## src/rtl/cmp_result_if.sv

```systemverilog
// G/E/L result bus between the comparator side (master) and cmp_result_monitor (slave).
// CMP_MON_IRQ_EN adds the irq/irq_ack pair.
interface cmp_result_if #(
  parameter int CNT_W = 8
);
  logic             in_valid;
  logic             G;
  logic             E;
  logic             L;
  logic             clr;
  logic             stable_valid;
  logic [1:0]       stable_code;
  logic             stable_change;
  logic [CNT_W-1:0] g_cnt;
  logic [CNT_W-1:0] e_cnt;
  logic [CNT_W-1:0] l_cnt;
  logic [CNT_W-1:0] err_cnt;
  logic             err_sticky;
`ifdef CMP_MON_IRQ_EN
  logic             irq_ack;
  logic             irq;

  modport master (
    output in_valid, G, E, L, clr, irq_ack,
    input  stable_valid, stable_code, stable_change,
    input  g_cnt, e_cnt, l_cnt, err_cnt, err_sticky, irq
  );

  modport slave (
    input  in_valid, G, E, L, clr, irq_ack,
    output stable_valid, stable_code, stable_change,
    output g_cnt, e_cnt, l_cnt, err_cnt, err_sticky, irq
  );
`else
  modport master (
    output in_valid, G, E, L, clr,
    input  stable_valid, stable_code, stable_change,
    input  g_cnt, e_cnt, l_cnt, err_cnt, err_sticky
  );

  modport slave (
    input  in_valid, G, E, L, clr,
    output stable_valid, stable_code, stable_change,
    output g_cnt, e_cnt, l_cnt, err_cnt, err_sticky
  );
`endif
endinterface

```

## src/rtl/cmp_result_monitor.sv

```systemverilog
// Counts G/E/L comparator results, flags illegal encodings and tracks a debounced stable code.
// Optional interrupt output enabled with the CMP_MON_IRQ_EN macro.
module cmp_result_monitor #(
  parameter int STABLE_CNT = 4,
  parameter int CNT_W      = 8
) (
  input  logic         clk,
  input  logic         rst_n,
  cmp_result_if.slave  bus
);

  localparam logic [1:0] ST_IDLE    = 2'd0;
  localparam logic [1:0] ST_TRACK   = 2'd1;
  localparam logic [1:0] ST_STABLE  = 2'd2;
  localparam logic [7:0] STABLE_RUN = 8'(STABLE_CNT);

  logic [1:0] state_reg, state_next;
  logic [7:0] run_reg, run_next;
  logic [1:0] cand_reg, cand_next;
  logic       stable_valid_reg, stable_valid_next;
  logic [1:0] stable_code_reg, stable_code_next;
  logic       stable_change_reg, stable_change_next;
  logic       err_sticky_reg;

  logic [2:0] gel;
  logic       one_hot;
  logic       legal;
  logic       illegal;
  logic [1:0] code;

  assign gel     = {bus.G, bus.E, bus.L};
  assign one_hot = (gel == 3'b100) || (gel == 3'b010) || (gel == 3'b001);
  assign legal   = bus.in_valid && one_hot;
  assign illegal = bus.in_valid && !one_hot;
  assign code    = bus.G ? 2'b11 : (bus.E ? 2'b10 : 2'b01);

  always_comb begin
    state_next         = state_reg;
    run_next           = run_reg;
    cand_next          = cand_reg;
    stable_valid_next  = stable_valid_reg;
    stable_code_next   = stable_code_reg;
    stable_change_next = 1'b0;
    case (state_reg)
      ST_IDLE: begin
        if (legal) begin
          state_next = ST_TRACK;
          cand_next  = code;
          run_next   = 8'd1;
        end
      end
      ST_TRACK: begin
        if (legal) begin
          if (code == cand_reg) begin
            run_next = run_reg + 8'd1;
            if (run_reg + 8'd1 == STABLE_RUN) begin
              state_next         = ST_STABLE;
              stable_valid_next  = 1'b1;
              stable_code_next   = cand_reg;
              stable_change_next = !stable_valid_reg || (stable_code_reg != cand_reg);
            end
          end else begin
            cand_next = code;
            run_next  = 8'd1;
          end
        end
      end
      ST_STABLE: begin
        // Published code is kept (hysteresis) while the new candidate builds its run.
        if (legal && (code != cand_reg)) begin
          state_next = ST_TRACK;
          cand_next  = code;
          run_next   = 8'd1;
        end
      end
      default: begin
        state_next = ST_IDLE;
        run_next   = 8'd0;
      end
    endcase
    if (illegal) begin
      state_next        = ST_IDLE;
      run_next          = 8'd0;
      stable_valid_next = 1'b0;
      stable_code_next  = 2'b00;
    end
  end

  always_ff @(posedge clk or negedge rst_n) begin
    if (!rst_n) begin
      state_reg         <= ST_IDLE;
      run_reg           <= 8'd0;
      cand_reg          <= 2'b00;
      stable_valid_reg  <= 1'b0;
      stable_code_reg   <= 2'b00;
      stable_change_reg <= 1'b0;
    end else begin
      state_reg         <= state_next;
      run_reg           <= run_next;
      cand_reg          <= cand_next;
      stable_valid_reg  <= stable_valid_next;
      stable_code_reg   <= stable_code_next;
      stable_change_reg <= stable_change_next;
    end
  end

  // Counter slot order: 0 = L, 1 = E, 2 = G, 3 = illegal.
  logic [3:0]         hit;
  logic [4*CNT_W-1:0] cnt_flat;

  assign hit = {illegal,
                legal && (code == 2'b11),
                legal && (code == 2'b10),
                legal && (code == 2'b01)};

  generate
    for (genvar gi = 0; gi < 4; gi++) begin : g_cnt_slot
      logic [CNT_W-1:0] cnt_reg;
      always_ff @(posedge clk or negedge rst_n) begin
        if (!rst_n) begin
          cnt_reg <= '0;
        end else if (bus.clr) begin
          cnt_reg <= '0;
        end else if (hit[gi] && (cnt_reg != {CNT_W{1'b1}})) begin
          cnt_reg <= cnt_reg + 1'b1;
        end
      end
      assign cnt_flat[gi*CNT_W +: CNT_W] = cnt_reg;
    end
  endgenerate

  always_ff @(posedge clk or negedge rst_n) begin
    if (!rst_n) begin
      err_sticky_reg <= 1'b0;
    end else if (bus.clr) begin
      err_sticky_reg <= 1'b0;
    end else if (illegal) begin
      err_sticky_reg <= 1'b1;
    end
  end

`ifdef CMP_MON_IRQ_EN
  logic irq_reg;

  always_ff @(posedge clk or negedge rst_n) begin
    if (!rst_n) begin
      irq_reg <= 1'b0;
    end else if (stable_change_next || illegal) begin
      irq_reg <= 1'b1;
    end else if (bus.irq_ack) begin
      irq_reg <= 1'b0;
    end
  end

  assign bus.irq = irq_reg;
`endif

  assign bus.stable_valid  = stable_valid_reg;
  assign bus.stable_code   = stable_code_reg;
  assign bus.stable_change = stable_change_reg;
  assign bus.l_cnt         = cnt_flat[0*CNT_W +: CNT_W];
  assign bus.e_cnt         = cnt_flat[1*CNT_W +: CNT_W];
  assign bus.g_cnt         = cnt_flat[2*CNT_W +: CNT_W];
  assign bus.err_cnt       = cnt_flat[3*CNT_W +: CNT_W];
  assign bus.err_sticky    = err_sticky_reg;

endmodule

```

## src/flat_wrapper.sv

```systemverilog
// flat-port wrapper written by rule: the top's interface ports become plain ports
module cmp_result_monitor_flat 
#(
  parameter int STABLE_CNT = 4,
  parameter int CNT_W      = 8
)
  (clk, rst_n, bus_in_valid, bus_G, bus_E, bus_L, bus_clr, bus_stable_valid, bus_stable_code, bus_stable_change, bus_g_cnt, bus_e_cnt, bus_l_cnt, bus_err_cnt, bus_err_sticky);
  cmp_result_if #(.CNT_W(CNT_W)) bus_i ();
  input  logic clk;
  input  logic rst_n;
  input wire logic [$bits(bus_i.in_valid)-1:0] bus_in_valid;
  input wire logic [$bits(bus_i.G)-1:0] bus_G;
  input wire logic [$bits(bus_i.E)-1:0] bus_E;
  input wire logic [$bits(bus_i.L)-1:0] bus_L;
  input wire logic [$bits(bus_i.clr)-1:0] bus_clr;
  output wire logic [$bits(bus_i.stable_valid)-1:0] bus_stable_valid;
  output wire logic [$bits(bus_i.stable_code)-1:0] bus_stable_code;
  output wire logic [$bits(bus_i.stable_change)-1:0] bus_stable_change;
  output wire logic [$bits(bus_i.g_cnt)-1:0] bus_g_cnt;
  output wire logic [$bits(bus_i.e_cnt)-1:0] bus_e_cnt;
  output wire logic [$bits(bus_i.l_cnt)-1:0] bus_l_cnt;
  output wire logic [$bits(bus_i.err_cnt)-1:0] bus_err_cnt;
  output wire logic [$bits(bus_i.err_sticky)-1:0] bus_err_sticky;
  assign bus_i.in_valid = bus_in_valid;
  assign bus_i.G = bus_G;
  assign bus_i.E = bus_E;
  assign bus_i.L = bus_L;
  assign bus_i.clr = bus_clr;
  assign bus_stable_valid = bus_i.stable_valid;
  assign bus_stable_code = bus_i.stable_code;
  assign bus_stable_change = bus_i.stable_change;
  assign bus_g_cnt = bus_i.g_cnt;
  assign bus_e_cnt = bus_i.e_cnt;
  assign bus_l_cnt = bus_i.l_cnt;
  assign bus_err_cnt = bus_i.err_cnt;
  assign bus_err_sticky = bus_i.err_sticky;
  cmp_result_monitor #(.STABLE_CNT(STABLE_CNT), .CNT_W(CNT_W)) u_core (.clk(clk), .rst_n(rst_n), .bus(bus_i));
endmodule
```

## config.mk

```make
export PLATFORM = sky130hd
export DESIGN_NAME = cmp_result_monitor_flat
export DESIGN_NICKNAME = d
export VERILOG_FILES = /design/src/rtl/cmp_result_if.sv /design/src/rtl/cmp_result_monitor.sv /design/src/flat_wrapper.sv
export SDC_FILE = /design/constraint.sdc
export NUM_CORES = 1
export LEC_CHECK = 0
export ABC_AREA = 1
export CORE_MARGIN = 1.5
export CORE_UTILIZATION = 47
export CTS_CLUSTER_SIZE = 24
export DETAILED_ROUTE_END_ITERATION = 8
export PLACE_DENSITY = 0.71
export SLEW_MARGIN = 20
export SYNTH_ARGS = -nofsm -noshare
export SYNTH_HDL_FRONTEND = slang
export SYNTH_SLANG_ARGS = --single-unit
```

## constraint.sdc

```tcl
create_clock -name clk -period 2.2 [get_ports clk]
set_input_delay 0.44 -clock clk [delete_from_list [all_inputs] [get_ports clk]]
set_output_delay 0.44 -clock clk [all_outputs]
set_load 0.01 [all_outputs]
```

== Yosys cells after proc, flatten, opt, wreduce, memory -nomap -nowiden ==
Index checks and enable logic that the tools add are counted.

* Register bits after elaboration: 49
* Output and inout port bits: 37
* Logic and storage cells: 115

* $add $sub $neg: 5
* Equal/unequal tests: 25
* Muxes and demuxes: 44
* Reduce and logical (&&, ||, !) cells: 30

{| class="wikitable"
|+ Operators by type and width
! operator !! count
|-
| $mux 8 || 13
|-
| $add 8x1->8 const B || 5
|-
| $mux 2 || 17
|-
| $ne 8x8->1 const B || 4
|-
| $pmux 8 s3 || 1
|-
| $reduce_bool 2->1 || 9
|-
| $ne 3x1->1 const B || 5
|-
| $pmux 2 s3 || 2
|-
| $mux 1 || 11
|-
| $logic_and 1x1->1 || 10
|-
| $reduce_and 5->1 || 2
|-
| $eq 8x3->1 const B || 1
|-
| $eq 2x2->1 const B || 3
|-
| $ne 2x1->1 const B || 3
|-
| $eq 2x1->1 const B || 2
|-
| $ne 2x2->1 || 2
|-
| $reduce_and 4->1 || 1
|-
| $eq 3x1->1 const B || 1
|-
| $eq 3x2->1 const B || 1
|-
| $eq 3x3->1 const B || 1
|-
| $logic_or 1x1->1 || 3
|-
| $reduce_and 3->1 || 1
|-
| $reduce_bool 3->1 || 1
|-
| $eq 2x2->1 || 1
|-
| other kinds (3) || 4
|}

== Depth between registers and ports, before layout ==
* Word-level depth: 8
* Mapped depth: 13
* Depth with buffers taken out: 13

== Worst setup path before layout ==
Ideal clock, no wire load.

* Path kind: register to register
* From: reg u_core.run_reg[0]
* To: reg u_core.stable_code_reg[0], in the netlist u_core.bus.stable_code[0]
* Data arrival time: 1.489 ns
* Required time: 2.082 ns
* Slack: 0.593 ns
* Cell stages (with the launch flop): 12
* Clock period less this slack: 1.607 ns
* Path through: dfrtp_1 > ha_1 > nand2_1 > inv_1 > nor2_1 > nand3_1 > nor2_1 > nand3_1 > nor2_2 > inv_1 > nand3_1 > nand2_1

* Cells in the longest elaborated chain, start to end: 4

{| class="wikitable"
|+ RTL lines
! element !! RTL line !! RTL
|-
| start: declaration || cmp_result_monitor.sv:18 || <nowiki>logic [7:0] run_reg, run_next;</nowiki>
|-
| start signal: assignment || cmp_result_monitor.sv:99 || <nowiki>run_reg <= run_next;</nowiki>
|-
| $add 8x1->8 || cmp_result_monitor.sv:56 || <nowiki>if (run_reg + 8'd1 == STABLE_RUN) begin</nowiki>
|-
| $eq 8x3->1 || cmp_result_monitor.sv:56 ||
|-
| $reduce_bool 2->1 (no source line) || -- ||
|-
| $reduce_and 4->1 (no source line) || -- ||
|-
| end signal: assignment || cmp_result_monitor.sv:102 || <nowiki>stable_code_reg <= stable_code_next;</nowiki>
|-
| end: declaration || cmp_result_monitor.sv:21 || <nowiki>logic [1:0] stable_code_reg, stable_code_next;</nowiki>
|}

Every way passes these cells.
A chain may end at the register's enable or synchronous reset.

== Final worst setup path ==
* From: in bus_G
* To: reg u_core.g_cnt_slot[3].cnt_reg[7], in the netlist u_core.bus.err_cnt[7]

* Cells in the longest elaborated chain, start to end: 7
* Elaborated cells between the ends (all ways): 9

{| class="wikitable"
|+ RTL lines
! element !! RTL line !! RTL
|-
| start: declaration || flat_wrapper.sv:12 || <nowiki>input wire logic [$bits(bus_i.G)-1:0] bus_G;</nowiki>
|-
| $eq 3x3->1 / $eq 3x2->1 (equally long branches) || cmp_result_monitor.sv:32 || <nowiki>assign one_hot = (gel == 3'b100) || (gel == 3'b010) || (gel == 3'b001);</nowiki>
|-
| $logic_or 1x1->1 || cmp_result_monitor.sv:32 ||
|-
| $logic_or 1x1->1 * || cmp_result_monitor.sv:32 ||
|-
| $logic_not 1->1 * || cmp_result_monitor.sv:34 || <nowiki>assign illegal = bus.in_valid && !one_hot;</nowiki>
|-
| $logic_and 1x1->1 * || cmp_result_monitor.sv:34 ||
|-
| $logic_and 1x1->1 * || cmp_result_monitor.sv:124 || <nowiki>end else if (hit[gi] && (cnt_reg != {CNT_W{1'b1}})) begin</nowiki>
|-
| $reduce_bool 2->1 (no source line) * || -- ||
|-
| end signal: assignment || cmp_result_monitor.sv:125 || <nowiki>cnt_reg <= cnt_reg + 1'b1;</nowiki>
|-
| end: declaration || cmp_result_monitor.sv:118 || <nowiki>logic [CNT_W-1:0] cnt_reg;</nowiki>
|}

Mark *: on every way between the ends. The rest lies on a longest branch, timed or not.

==> out/qor.csv <==
metric,value,unit
cts_setup_buffers,0,
finalMaxSlewViolations,0,
final.min_clock_period,1.89,ns
cts-htree-levels,2,
synthesis.nets,383,
drt_initial_violations,128,
global_route.usage.total,0.212,
cts_hold_repair.buffers,0,
overflow,0,
flip_flop_and_latch_count_after_synthesis,49,
commonest_non_fill_non_tap_cell_in_the_layout,nand2_1,
layout-drive-gt1-share,0.126,
mean_cell_area_of_the_mapped_netlist,7.73,um2
hold_path_class,primary input to async pin,
vertical_die_dimension,81.0,um
grt_max_degree,28,
synth_seq_area_share,0.429,
initial_core_util,0.486,
synth-main-ff-cell,dfrtp_1,
syn_area,0.00286,mm2
num_io_pins,44,
globalplace.congestion,0.915,
ctsRootBufferMaster,clkbuf_8,
worstReg2RegEnd,u_core.bus.stable_code[1],
critical-path-slowest-cell,clkdlybuf4s50_1,
tritoncts,yes,
power_density,613,mW/mm2
status,"complete, no violations",
total_power_draw,2.23,mW
core-area,0.00589,mm2
cts-root-to-sink-buffers,2,
endpoint_kind,register,
layout_common_cells,"nand2_1 (84), nand3_1 (49), dfrtp_1 (49)",
floorplan.die.width,81.0,um
postRouteWirelength,6440,um
number_of_synthesized_flops_with_an_enable_pin,0,
drtPass1Iterations,4,
ff2ff_path_depth,11,
cts.sinks,49,
die-area,0.00657,mm2
cp_slowest_stage_delay,0.55,ns
cp-start-kind,primary input,
portBuffers,43,
rr_startpoint,u_core.run_reg[0],
max_clock_freq,0.530,GHz
path_class,primary input to register,
power.static_leakage,1.67,nW
routed_wire_length_per_instance,12.6,um
num_vias,2658,
route.detailed.vias_per_inst,5.19,
diodes,0,
route.antenna.remaining_nets,0,
critical_path.max_fanout,8,
drc_errors,0,
worstPathRequired,2.38,ns
finalHoldViolations,0,
tightest_slew,0.541,ns
synth.lib_cells_used.distinct,29,
placement_rows,28,
postCtsResizedCells,0,
final_min_period_over_clock_period,0.858,
grt_antenna_before_repair,0,
fin_nets,449,
finalSetupViolCount,0,
postSynth.asyncResetShare,1.00,
fin_worst_hold_slack,0.110,ns
max_slew_margin,0.639,
r2r_slack,0.36,ns
global_route_wire_length_before_repair,10800,um
max_cap_viol_count,0,
clock_latency_on_the_worst_skew_pair,0.30,ns
worst_clk_skew,0.00755,ns
vias_in_the_first_global_route,2484,
crit_path_cell_trace,"clkdlybuf4s50_1, o21ai_0, nand2_2, nand2_4, nor2_4, nand2_1, nand2_2, inv_1, nand2_1, o31ai_1",
post_synth_inst_count,370,
post-dp-hpwl,4890,um
rsz0062_at_grt,no,
synth.yosys.warnings,0,
ir_drop,453,uV
worst_ep_arrival_time,2.07,ns
area_growth_syn_to_layout,27.1,%
tritoncts.num_buffers,5,
cts.reportedPaths.clkPinSlew,0.09,ns
==> critical path, delay by kind of cell <==
family | cells | cell delay [ns]
AO/OA/AOI/OAI | 2 | 0.19
buffers and inverters | 2 | 0.65
AND/OR/NAND/NOR | 6 | 0.77
==> stage by stage <==
stage	utilization	area, um2	setup WS (ns)	instances	setup TNS [ns]
6_report	0.618	3640	0.312	512	0
5_1_grt	0.618	3640	0.149	512	0
4_1_cts	0.618	3640	0.305	512	0
3_5_place_dp	0.598	3520	-0.0207	504	-0.0285
3_3_place_gp	0.598	3520	0.0249	504	0
2_1_floorplan	-	2860	0.593	370	0
==> per-layer routing <==
metal	GRT usage	wire [um]	up-vias
met5	0	0	-
met1	0.283	3180	1268
met3	0.0416	148	4
met2	0.353	3060	34
li1	-	-	1352
met4	0.0534	44	0
==> cells by family after synthesis <==
kind of cell             share of synthesized area
AND/OR/NAND/NOR                              0.339
flip-flops                                   0.429
buffers and inverters                       0.0643
AO/OA/AOI/OAI                               0.0962
XOR/XNOR                                    0.0459
adder cells (fa/ha/maj)                     0.0262
==> Yosys cell counts, types with 4 or more instances <==
cell type | count | area share
nand2_1 | 84 | 0.11
dfrtp_1 | 49 | 0.43
nand3_1 | 49 | 0.086
inv_1 | 40 | 0.052
nor2_1 | 40 | 0.052
o21ai_0 | 19 | 0.033
xor2_1 | 12 | 0.037
nand4_1 | 10 | 0.022
o31ai_1 | 10 | 0.026
nor3_1 | 7 | 0.012
ha_1 | 6 | 0.026
a21oi_1 | 5 | 0.0087
nor2_2 | 5 | 0.011
o21ai_2 | 5 | 0.015
nand2_2 | 4 | 0.0087
nand3_2 | 4 | 0.014
==> report_power, final <==
group	internal (mW)	switching (mW)	total [mW]
sequential	0.959	0.0730	1.03
clock	0.371	0.293	0.664
combinational	0.211	0.321	0.532
==> worst max-delay path by stage <==
| stage | start | end | cells past startpoint |
|---|---|---|---|
| floorplan | u_core.run_reg[0] | u_core.bus.stable_code[0] | 11 |
| global placement | bus_E | u_core.bus.l_cnt[4] | 9 |
| detailed placement | bus_E | u_core.bus.l_cnt[4] | 9 |
| CTS | bus_E | u_core.bus.l_cnt[4] | 9 |
| global route | bus_E | u_core.bus.l_cnt[4] | 9 |
| finish | bus_G | u_core.bus.err_cnt[7] | 10 |
==> area by class of cell <==
class	count	area (um2)
repair buffers	63	588
multi-input cells	274	1450
well taps	75	93.8
clock inverters	1	30.0
fillers	541	2250
flip-flops and latches	49	1230
clock buffers	7	86.3
inverters	43	161
Note: power is estimated with default switching activity, not from simulation.
==> RTL change: new RTL, same flow settings <==
`CNT_W` is set to 8 in 3 places; all go to 7.
--- a/src/rtl/cmp_result_if.sv
+++ b/src/rtl/cmp_result_if.sv
@@ -1,7 +1,7 @@
 // G/E/L result bus between the comparator side (master) and cmp_result_monitor (slave).
 // CMP_MON_IRQ_EN adds the irq/irq_ack pair.
 interface cmp_result_if #(
-  parameter int CNT_W = 8
+  parameter int CNT_W = 7
 );
   logic             in_valid;
   logic             G;
--- a/src/rtl/cmp_result_monitor.sv
+++ b/src/rtl/cmp_result_monitor.sv
@@ -2,7 +2,7 @@
 // Optional interrupt output enabled with the CMP_MON_IRQ_EN macro.
 module cmp_result_monitor #(
   parameter int STABLE_CNT = 4,
-  parameter int CNT_W      = 8
+  parameter int CNT_W      = 7
 ) (
   input  logic         clk,
   input  logic         rst_n,
--- a/src/flat_wrapper.sv
+++ b/src/flat_wrapper.sv
@@ -2,7 +2,7 @@
 module cmp_result_monitor_flat 
 #(
   parameter int STABLE_CNT = 4,
-  parameter int CNT_W      = 8
+  parameter int CNT_W      = 7
 )
   (clk, rst_n, bus_in_valid, bus_G, bus_E, bus_L, bus_clr, bus_stable_valid, bus_stable_code, bus_stable_change, bus_g_cnt, bus_e_cnt, bus_l_cnt, bus_err_cnt, bus_err_sticky);
   cmp_result_if #(.CNT_W(CNT_W)) bus_i ();
Ports: changed (resized bus_e_cnt, bus_err_cnt, bus_g_cnt and bus_l_cnt); port bits go from 44 to 40. The function was not compared with the original's and may differ.
==> RTL change against the unedited design <==
Clock power shrank 1%; first-iteration DRC count shrank 17%; area after synthesis fell by 9.1%; combinational power fell by 9.4%; core utilization rose by 0.53 points; total power decreased by 5.4%; critical path type unchanged; non-clock buffer count is 13 lower; wire length decreased by 8.3%; critical path depth unchanged; worst hold slack lost 0.0049 ns; worst setup slack worse by 0.0070 ns; global-route usage rose by 0.40 points; final area down 10%; sequential cell count shrank 4.
==> RTL change: results (changes against the unedited design) <==
place:
  placed_area_um2: 3150  # -11%
  dp_hpwl_mm: 4.45  # -9.1%
  place_ws_ns: 0.000356  # +0.0211 ns
  place.port_buffers: 39  # -9.3%
  dp.cells: 461  # -8.5%
  routabilityCongestion: 0.810  # -12%
routing:
  post_drt_via_cell_ratio: 5.16  # -0.69%
  met2RoutedLength_mm: 2.95  # -3.5%
  route.met3.wl_um: 212  # +43%
  dr.first_iter.drc_count: 106  # -17%
  routed_wirelength_mm: 5.90  # -8.3%
power_and_ir_drop:
  powerComb_mw: 0.482  # -9.4%
  power.share.combinational: 0.229  # -0.010
  internal_power_mw: 1.45  # -6.2%
  vdd_ir_drop_max_mv: 0.391  # -14%
  clk-power_mw: 0.657  # -1%
yosys:
  synth.area.top_cells: "sky130_fd_sc_hd__dfrtp_1, sky130_fd_sc_hd__nand2_1, sky130_fd_sc_hd__nand3_1, sky130_fd_sc_hd__nor2_1, sky130_fd_sc_hd__inv_1"
  postSynthNetCount: 358  # -6.5%
  yosys.area_share.adder: 0.0288  # +0.00261
  synthXorXnorAreaFrac: 0.0303  # -0.0156
  netlist_instances: 345  # -6.8%
  synth.yosys.seq_area_share: 0.433  # +0.00418
  post_synth_most_frequent_cells: "sky130_fd_sc_hd__nand2_1, sky130_fd_sc_hd__dfrtp_1, sky130_fd_sc_hd__nor2_1, sky130_fd_sc_hd__inv_1, sky130_fd_sc_hd__nand3_1"
layout:
  layout-drive-gt1-share: 0.103  # -0.0231
  number_of_nets_in_the_finished_design: 411  # -8.5%
  post_layout_nonfiller_instances: 469  # -8.4%
outcome:
  result_of_the_run: "complete, no violations"
global_routing:
  grt_util_met3: 0.0435  # +0.00196
  grt_use_total: 0.216  # +0.00395
  grt_start_max_net_pins: 24  # -14%
  grt_pass1_vias: 2343  # -5.7%
sta:
  final.setup_skew_ns: 0.00782  # +0.000273 ns
  worst-slew-pin-transition_ns: 0.532  # -0.00910 ns
  hold_slack_ns: 0.105  # -0.00492 ns
critical_path:
  worst_r2r_startpoint: "u_core.run_reg[0]"
  critPathArrivalTime_ns: 2.14  # +0.07 ns
  timing.critical_path.slowest_cell_delay_ns: 0.51  # -0.04 ns
  critical_register_to_register_path_endpoint: "u_core.state_reg[0]"
  worst_ep_required_time_ns: 2.45  # +0.07 ns
  critical_path.max_fanout: 5  # -3
  reg2regPathDepth: 10  # -1
[RTL change: changes by cell type after synthesis, sizes merged, moves of 2 or more]
cell,delta
clkbuf,+2
nor3,-2
xor2,-4
buf,-2
xnor2,-2
nand3,-15
a21oi,+3
o31ai,-9
dfrtp,-4
o21ai,+3
[RTL change: worst max path at each step]
stage                        startpoint                        end  slack (ns)
floorplan           u_core.bus.g_cnt[1]        u_core.bus.g_cnt[2]        0.60
global placement                  bus_G  u_core.bus.stable_code[0]        0.08
CTS                               bus_G          u_core.run_reg[5]        0.31
global route                      bus_G  u_core.bus.stable_code[0]        0.11
finish                            bus_G  u_core.bus.stable_code[0]        0.31
detailed placement                bus_G  u_core.bus.stable_code[0]      0.0004
[RTL change: final cells by class]
type | count | area, µm²
fillers | 474 | 1970
clock inverters | 1 | 30.0
flip-flops and latches | 45 | 1130
clock buffers | 7 | 86.3
repair buffers | 50 | 480
inverters | 43 | 161
multi-input cells | 253 | 1290
well taps | 70 | 87.6
